File: src/rtl/switch_allocator.sv
// switch_allocator: per-output round-robin switch allocator with wormhole locking.
// Each output port runs an IDLE/LOCKED FSM. In IDLE it grants one requesting input
// and then holds that input until it reports its tail flit has left the crossbar.
// Optional macro SA_WATCHDOG_EN: frees an output that stays LOCKED for TIMEOUT_CYC
// cycles and sets a sticky error flag.
module switch_allocator #(
    parameter int unsigned NUM_PORTS   = 5,
    parameter int unsigned PORT_W      = 3,
    parameter int unsigned TIMEOUT_CYC = 256
) (
    input  logic                        clk,
    input  logic                        reset,
    input  logic [NUM_PORTS-1:0]        i_switch_req,
    input  logic [NUM_PORTS*PORT_W-1:0] i_target_port,
    input  logic [NUM_PORTS-1:0]        i_packet_done,
    output logic [NUM_PORTS-1:0]        o_switch_ack,
    output logic [NUM_PORTS-1:0]        o_out_busy,
    output logic [NUM_PORTS*PORT_W-1:0] o_xbar_sel,
    output logic                        o_watchdog_err
);

    localparam logic [PORT_W-1:0] IDLE_SEL = PORT_W'(NUM_PORTS);

    // The idle select code must fit in PORT_W bits and the watchdog needs a nonzero limit.
    if (((1 << PORT_W) <= NUM_PORTS) || (TIMEOUT_CYC == 0)) begin : g_param_check
        $error("switch_allocator: invalid NUM_PORTS/PORT_W/TIMEOUT_CYC");
    end

    typedef enum logic {
        ST_IDLE   = 1'b0,
        ST_LOCKED = 1'b1
    } state_e;

    state_e               state_q [NUM_PORTS];
    state_e               state_d [NUM_PORTS];
    logic [PORT_W-1:0]    sel_q   [NUM_PORTS];
    logic [PORT_W-1:0]    sel_d   [NUM_PORTS];
    logic [PORT_W-1:0]    ptr_q   [NUM_PORTS];
    logic [PORT_W-1:0]    ptr_d   [NUM_PORTS];
    logic [NUM_PORTS-1:0] ack_q;
    logic [NUM_PORTS-1:0] ack_d;

    logic [PORT_W-1:0]    tgt_c   [NUM_PORTS];
    logic [NUM_PORTS-1:0] owned_c;

`ifdef SA_WATCHDOG_EN
    localparam int unsigned CNT_W = $clog2(TIMEOUT_CYC + 1);

    logic [CNT_W-1:0] cnt_q [NUM_PORTS];
    logic [CNT_W-1:0] cnt_d [NUM_PORTS];
    logic             err_q;
    logic             err_d;
`endif

    // Split the packed target bus into one index per input.
    always_comb begin
        for (int unsigned i = 0; i < NUM_PORTS; i++) begin
            tgt_c[i] = i_target_port[i*PORT_W +: PORT_W];
        end
    end

    // Inputs that currently hold an output; they may not compete for another one.
    always_comb begin
        owned_c = '0;
        for (int unsigned j = 0; j < NUM_PORTS; j++) begin
            for (int unsigned i = 0; i < NUM_PORTS; i++) begin
                if ((state_q[j] == ST_LOCKED) && (sel_q[j] == PORT_W'(i))) begin
                    owned_c[i] = 1'b1;
                end
            end
        end
    end

    // Per-output next state: round-robin grant in IDLE, release on owner's packet done in LOCKED.
    always_comb begin
        logic [NUM_PORTS-1:0] cand;
        logic                 found;
        logic                 rel;
        int unsigned          idx;
        int unsigned          win;

        cand  = '0;
        found = 1'b0;
        rel   = 1'b0;
        idx   = 0;
        win   = 0;
        ack_d = '0;
        for (int unsigned j = 0; j < NUM_PORTS; j++) begin
            state_d[j] = state_q[j];
            sel_d[j]   = sel_q[j];
            ptr_d[j]   = ptr_q[j];
        end
`ifdef SA_WATCHDOG_EN
        err_d = err_q;
        for (int unsigned j = 0; j < NUM_PORTS; j++) begin
            cnt_d[j] = cnt_q[j];
        end
`endif

        for (int unsigned j = 0; j < NUM_PORTS; j++) begin
            case (state_q[j])
                ST_IDLE: begin
                    for (int unsigned i = 0; i < NUM_PORTS; i++) begin
                        cand[i] = i_switch_req[i] && (tgt_c[i] == PORT_W'(j)) && !owned_c[i];
                    end
                    found = 1'b0;
                    win   = 0;
                    for (int unsigned off = 0; off < NUM_PORTS; off++) begin
                        idx = 32'(ptr_q[j]) + off;
                        if (idx >= NUM_PORTS) begin
                            idx = idx - NUM_PORTS;
                        end
                        for (int unsigned i = 0; i < NUM_PORTS; i++) begin
                            if (!found && cand[i] && (idx == i)) begin
                                found = 1'b1;
                                win   = i;
                            end
                        end
                    end
                    if (found) begin
                        state_d[j] = ST_LOCKED;
                        sel_d[j]   = PORT_W'(win);
                        ptr_d[j]   = (win + 1 == NUM_PORTS) ? '0 : PORT_W'(win + 1);
                        for (int unsigned i = 0; i < NUM_PORTS; i++) begin
                            if (win == i) begin
                                ack_d[i] = 1'b1;
                            end
                        end
`ifdef SA_WATCHDOG_EN
                        cnt_d[j] = '0;
`endif
                    end
                end
                ST_LOCKED: begin
                    rel = 1'b0;
                    for (int unsigned i = 0; i < NUM_PORTS; i++) begin
                        if ((sel_q[j] == PORT_W'(i)) && i_packet_done[i]) begin
                            rel = 1'b1;
                        end
                    end
`ifdef SA_WATCHDOG_EN
                    if (!rel) begin
                        if (cnt_q[j] == CNT_W'(TIMEOUT_CYC - 1)) begin
                            rel   = 1'b1;
                            err_d = 1'b1;
                        end else begin
                            cnt_d[j] = cnt_q[j] + CNT_W'(1);
                        end
                    end
`endif
                    if (rel) begin
                        state_d[j] = ST_IDLE;
                        sel_d[j]   = IDLE_SEL;
                    end
                end
                default: begin
                    state_d[j] = ST_IDLE;
                    sel_d[j]   = IDLE_SEL;
                end
            endcase
        end
    end

    // State registers; reset drops every lock and suppresses any pending ack.
    always_ff @(posedge clk) begin
        if (reset) begin
            for (int unsigned j = 0; j < NUM_PORTS; j++) begin
                state_q[j] <= ST_IDLE;
                sel_q[j]   <= IDLE_SEL;
                ptr_q[j]   <= '0;
            end
            ack_q <= '0;
        end else begin
            for (int unsigned j = 0; j < NUM_PORTS; j++) begin
                state_q[j] <= state_d[j];
                sel_q[j]   <= sel_d[j];
                ptr_q[j]   <= ptr_d[j];
            end
            ack_q <= ack_d;
        end
    end

`ifdef SA_WATCHDOG_EN
    // Lock-age counters and the sticky timeout flag.
    always_ff @(posedge clk) begin
        if (reset) begin
            for (int unsigned j = 0; j < NUM_PORTS; j++) begin
                cnt_q[j] <= '0;
            end
            err_q <= 1'b0;
        end else begin
            for (int unsigned j = 0; j < NUM_PORTS; j++) begin
                cnt_q[j] <= cnt_d[j];
            end
            err_q <= err_d;
        end
    end

    assign o_watchdog_err = err_q;
`else
    assign o_watchdog_err = 1'b0;
`endif

    // Output mapping straight from the registers.
    always_comb begin
        for (int unsigned j = 0; j < NUM_PORTS; j++) begin
            o_out_busy[j]                    = (state_q[j] == ST_LOCKED);
            o_xbar_sel[j*PORT_W +: PORT_W]   = sel_q[j];
        end
    end

    assign o_switch_ack = ack_q;

endmodule

File: config.mk
export PLATFORM = sky130hd
export DESIGN_NAME = switch_allocator
export DESIGN_NICKNAME = d
export VERILOG_FILES = /design/src/rtl/switch_allocator.sv
export SDC_FILE = /design/constraint.sdc
export NUM_CORES = 1
export LEC_CHECK = 0
export CAP_MARGIN = 20
export CORE_MARGIN = 10
export CORE_UTILIZATION = 30
export CTS_BUF_LIST = sky130_fd_sc_hd__clkbuf_4 sky130_fd_sc_hd__clkbuf_8
export DETAILED_ROUTE_END_ITERATION = 8
export SLEW_MARGIN = 20
export SYNTH_ARGS = -nofsm -noshare
export SYNTH_HDL_FRONTEND = slang
export SYNTH_SLANG_ARGS = --single-unit
File: constraint.sdc
create_clock -name clk -period 6.3 [get_ports clk]
set_clock_uncertainty 0.05 [all_clocks]
set_input_delay 1.26 -clock clk [delete_from_list [all_inputs] [get_ports clk]]
set_output_delay 1.26 -clock clk [all_outputs]
set_load 0.01 [all_outputs]
=== Word level (Yosys, flattened, before mapping) ===
Memory sizes are Yosys's and may differ from the RTL's.
Index checks and enable logic that the tools add are counted.
Widths: inputs -> output; s select.

* Flip-flop bits (word level): 5
* RAM bits: 35
* Input port bits: 27
* Output and inout port bits: 26
* Memories kept: 3

{| class="wikitable"
|+ Memories
! name !! words !! width !! read ports !! clocked after memory_dff !! wr ports !! line !! source
|-
| ptr_q || 5 || 3 || 5 || 0 || 5 || 38 || <nowiki>logic [PORT_W-1:0] ptr_q [NUM_PORTS];</nowiki>
|-
| sel_q || 5 || 3 || 5 || 0 || 5 || 36 || <nowiki>logic [PORT_W-1:0] sel_q [NUM_PORTS];</nowiki>
|-
| state_q || 5 || 1 || 5 || 0 || 5 || 34 || <nowiki>state_e state_q [NUM_PORTS];</nowiki>
|}

* Add/sub/neg operators: 50
* $lt $le $gt $ge: 25
* Equality and inequality tests: 165
* Muxes and demuxes: 578
* Bitwise gates (word level): 20
* Reduce and logical (&&, ||, !) cells: 510

{| class="wikitable"
|+ Operator list
! operator !! count
|-
| $mux 32 || 170
|-
| $eq 32x2->1 const B || 60
|-
| $eq 32x3->1 const B || 35
|-
| $eq 32x1->1 const B || 30
|-
| $logic_not 32->1 || 30
|-
| $mux 1 || 353
|-
| $logic_and 1x1->1 || 345
|-
| $add 32x1->32 const B || 5
|-
| $logic_not 1->1 || 125
|-
| $mux 3 || 35
|-
| $sub 4x3->5 const B || 20
|-
| $ge 4x3->1 const B || 20
|-
| $eq 3x2->1 const B || 20
|-
| $mux 5 || 10
|-
| $add 3x2->4 const B || 10
|-
| $eq 3x1->1 const B || 10
|-
| $eq 3x3->1 const B || 10
|-
| $logic_not 3->1 || 10
|-
| $pmux 3 s2 || 5
|-
| $add 3x1->4 const B || 5
|-
| $add 3x3->4 const B || 5
|-
| $sub 3x3->4 const B || 5
|-
| $ge 3x3->1 const B || 5
|-
| $or 1x1->1 || 15
|-
| other kinds (2) || 10
|}

=== Depth between registers and ports, before layout ===
An unclocked memory read counts as a cell.

* Word-level depth: 149
* Gate-level depth with buffers: 22
* Depth with buffers taken out: 19

=== Least setup slack after synthesis ===
OpenSTA, ideal clock, no wires.

* Path type: reg-to-reg
* Start: memory ptr_q[0][2]
* End: memory ptr_q[0][2]
* Arrival time: 4.314 ns
* Slack: 1.865 ns
* Cell stages (with the launch flop): 18
* Path buffers: 2
* Clock period less this slack: 4.435 ns
* Cells stage by stage: dfxtp_1 buf_2 clkbuf_1 inv_1 ha_1 a211oi_2 o21ai_1 mux2i_1 a22o_1 a211oi_2 nand4_1 or4_4 nor4_2 or4_4 ha_1 ha_1 or3_1 a21oi_1

{| class="wikitable"
|+ RTL lines
! what !! line
|-
| from (decl) || 38
|}

==> results.cfg <==
[run_status]
status = finished clean

[cells_and_area]
antenna_cells = 0
fin_util = 0.333
mostFrequentLayoutCells = 92 x ha_1, 84 x nor2_1, 74 x nand2_1, 72 x inv_1, 71 x a21oi_1
syn2layout_area_growth_pct = 9.58
drive_gt1_frac = 0.0776
fin_cells = 1659
final_common_cell = ha_1
fillers = 3247
nNetsFinal = 1386

[detailed_routing]
via_per_inst = 6.05
wirelength_um = 32500
detail-route-antenna-nets = 0
route.vias.total = 10041
drc = 0
wl_per_cell_um = 19.6
drt_pre_antenna_iters = 6
drt_iter0_markers = 926

[timing]
setup_viol = 0
rsz0062_at_grt = no
hold_viol = 0
worst_pin_slew_ps = 1020
fin_tns_setup_ps = 0
final_max_slew_viol_count = 0
layout_min_cycle_time_ps = 5050
slew_headroom = 0.309
period_share = 0.801
timing.fmax_mhz = 198

[pwr]
p_leak_nw = 3.83
p_per_area_mw_per_mm2 = 349
finalPower_mw = 3.54
max-vdd-ir-drop_mv = 0.209

[logic_synthesis]
yosys_warnings = 0
synth_cell_types = 113
syn_avg_cell_area_um2 = 7.33
synth.yosys.seq_area_share = 0.0865
postSynthNetCount = 1387
synth_edf_count = 0
syn_inst = 1263
synth_flop_cell = dfxtp_1
syn_area_mm2 = 0.00926
async_reset_ff_frac = 0
synth_seq_cells = 40

[setup_path]
cpMostUsedCell = ha_1
critical_path_required_ps = 6500
r2r-end = ptr_q[0][5]
r2r_start = ptr_q[0][4]
worstPathCellList = inv_1 -> ha_1 -> and3_1 -> a211oi_1 -> nor3_1 -> a221o_1 -> nor3b_2 -> and4_4 -> and3_1 -> o21ai_2 -> and3_4 -> inv_1 -> ha_1 -> ha_1 -> or3_1 -> a21oi_1
cp.depth = 16
worstPathArrival_ps = 5250
critPathCaptureType = flop
slowest_delay_ps = 690
startpoint_type = flop
critical_path_class = reg -> reg
reg2reg_depth = 16
crit_path_end = ptr_q[0][5]
setup.worst_path.start = ptr_q[0][4]
reg2reg_slack_ps = 1250
cpMaxStageDelayCell = dfxtp_1
critPathTopFamily = simple AND/OR/NAND/NOR gates
crit_buf_inv = 2
cp_max_fo = 19

[cts]
cts_root_buf = clkbuf_8
hold_buffers = 0
htreeDepth = 2
clk_latency_ps = 320
cts_tree = built
postCtsSetupBuffers = 0
clk_pin_slew_ps = 90
cts_max_path_buffers = 2
numCtsBuffers = 5
cts_resized = 0
clock-sinks = 40

[placement]
placed_cells = 1651
hpwl_um = 25900
gp_congestion = 0.943
portBuffers = 51

[global_route]
grt_pass1_vias = 9253
grt_pass1_wl_um = 50600
grt_antenna_before_repair = 0
gr-total-overflow = 0
grt.total_usage = 0.159
grt_max_degree = 42

[die]
die_h_um = 196
io_pins = 53
floorplan.rows = 64
die-area_mm2 = 0.0383
dieWidth_um = 196
fp.coreArea_mm2 = 0.0305
start_util = 0.304

[min_path]
hold_start = sel_q[0][4]
hold_path.class = reg -> reg

[flow_run]
drv_cap = 0
synth_stat cells (31+ instances only):
| cell | count | share of area |
|---|---|---|
| o22ai_1 | 31 | 0.021 |
| nor2_1 | 84 | 0.034 |
| clkbuf_1 | 33 | 0.013 |
| a21oi_1 | 71 | 0.038 |
| nor3_1 | 41 | 0.022 |
| nand3_1 | 49 | 0.026 |
| dfxtp_1 | 40 | 0.086 |
| inv_1 | 72 | 0.029 |
| nand2b_1 | 39 | 0.026 |
| ha_1 | 92 | 0.12 |
| o21ai_0 | 44 | 0.024 |
| nand2_1 | 74 | 0.030 |
| buf_2 | 33 | 0.018 |
kinds of logic (layout without fill, tap and decap cells):
family | count (synthesis) | after routing | share of synthesized area
other | 1 | 1 | 0.000405
and+or+nand+nor | 545 | 545 | 0.361
adders and majority gates | 97 | 97 | 0.135
buffers and inverters | 154 | 154 | 0.0719
AOI/OAI and AO/OA | 375 | 375 | 0.288
xor gates and xnor gates | 20 | 20 | 0.0189
muxes | 31 | 31 | 0.0377
DFF | 40 | 40 | 0.0865
power breakdown:
group          switching, mW  leakage (nW)  internal (mW)
logic                   1.70          3.44           1.09
clock network          0.108        0.0548          0.119
registers              0.188         0.327          0.331
routing by layer:
metal	GRT usage	vias up	part of all wire
met3	0.0297	52	0.077
met1	0.212	4751	0.45
met4	0.0495	0	0.028
met2	0.253	426	0.44
li1	-	4812	-
met5	0	-	0
worst register-to-register path: cells and delay by family (launching register included):
kind            cells  cell delay, ps
simple gates        7            1790
compound gates      4            1060
fa+ha+maj           3             970
flops               1             690
buf+inv             2             430
how the worst min path moves through the flow:
| stage | end | cells past startpoint |
|---|---|---|
| final | sel_q[0][4] | 2 |
| after global routing | sel_q[0][4] | 2 |
| after CTS | sel_q[0][4] | 2 |
| after detailed placement | sel_q[0][4] | 2 |
| after global placement | ptr_q[0][5] | 2 |
| after floorplan | sel_q[0][1] | 2 |
per-stage QoR:
stage / worst slack [ps] / cell area (um2) / hold slack [ps]
finish: 1250 / 10100 / 574
global route: 824 / 10100 / 615
CTS: 1330 / 10100 / 570
detailed placement: 1030 / 10000 / 554
global placement: 1100 / 10000 / 554
floorplan: 1870 / 9260 / 512
sequential cells by signal (all words and copies together) (netlist names):
| name | flops |
|---|---|
| sel_q | 15 |
| state_q | 5 |
| o_switch_ack | 5 |
| ptr_q | 15 |
area by class of cell:
cell class	count	area (um2)	area share
Timing Repair Buffer	71	661	0.0651
Clock buffer	5	68.8	0.00678
Tap cell	396	495	0.0488
Multi-Input combinational cell	1069	7790	0.768
Sequential cell	40	801	0.0789
Clock inverter	3	46.3	0.00456
Inverter	75	282	0.0277
No activity file was read; power rests on OpenSTA's default activity.
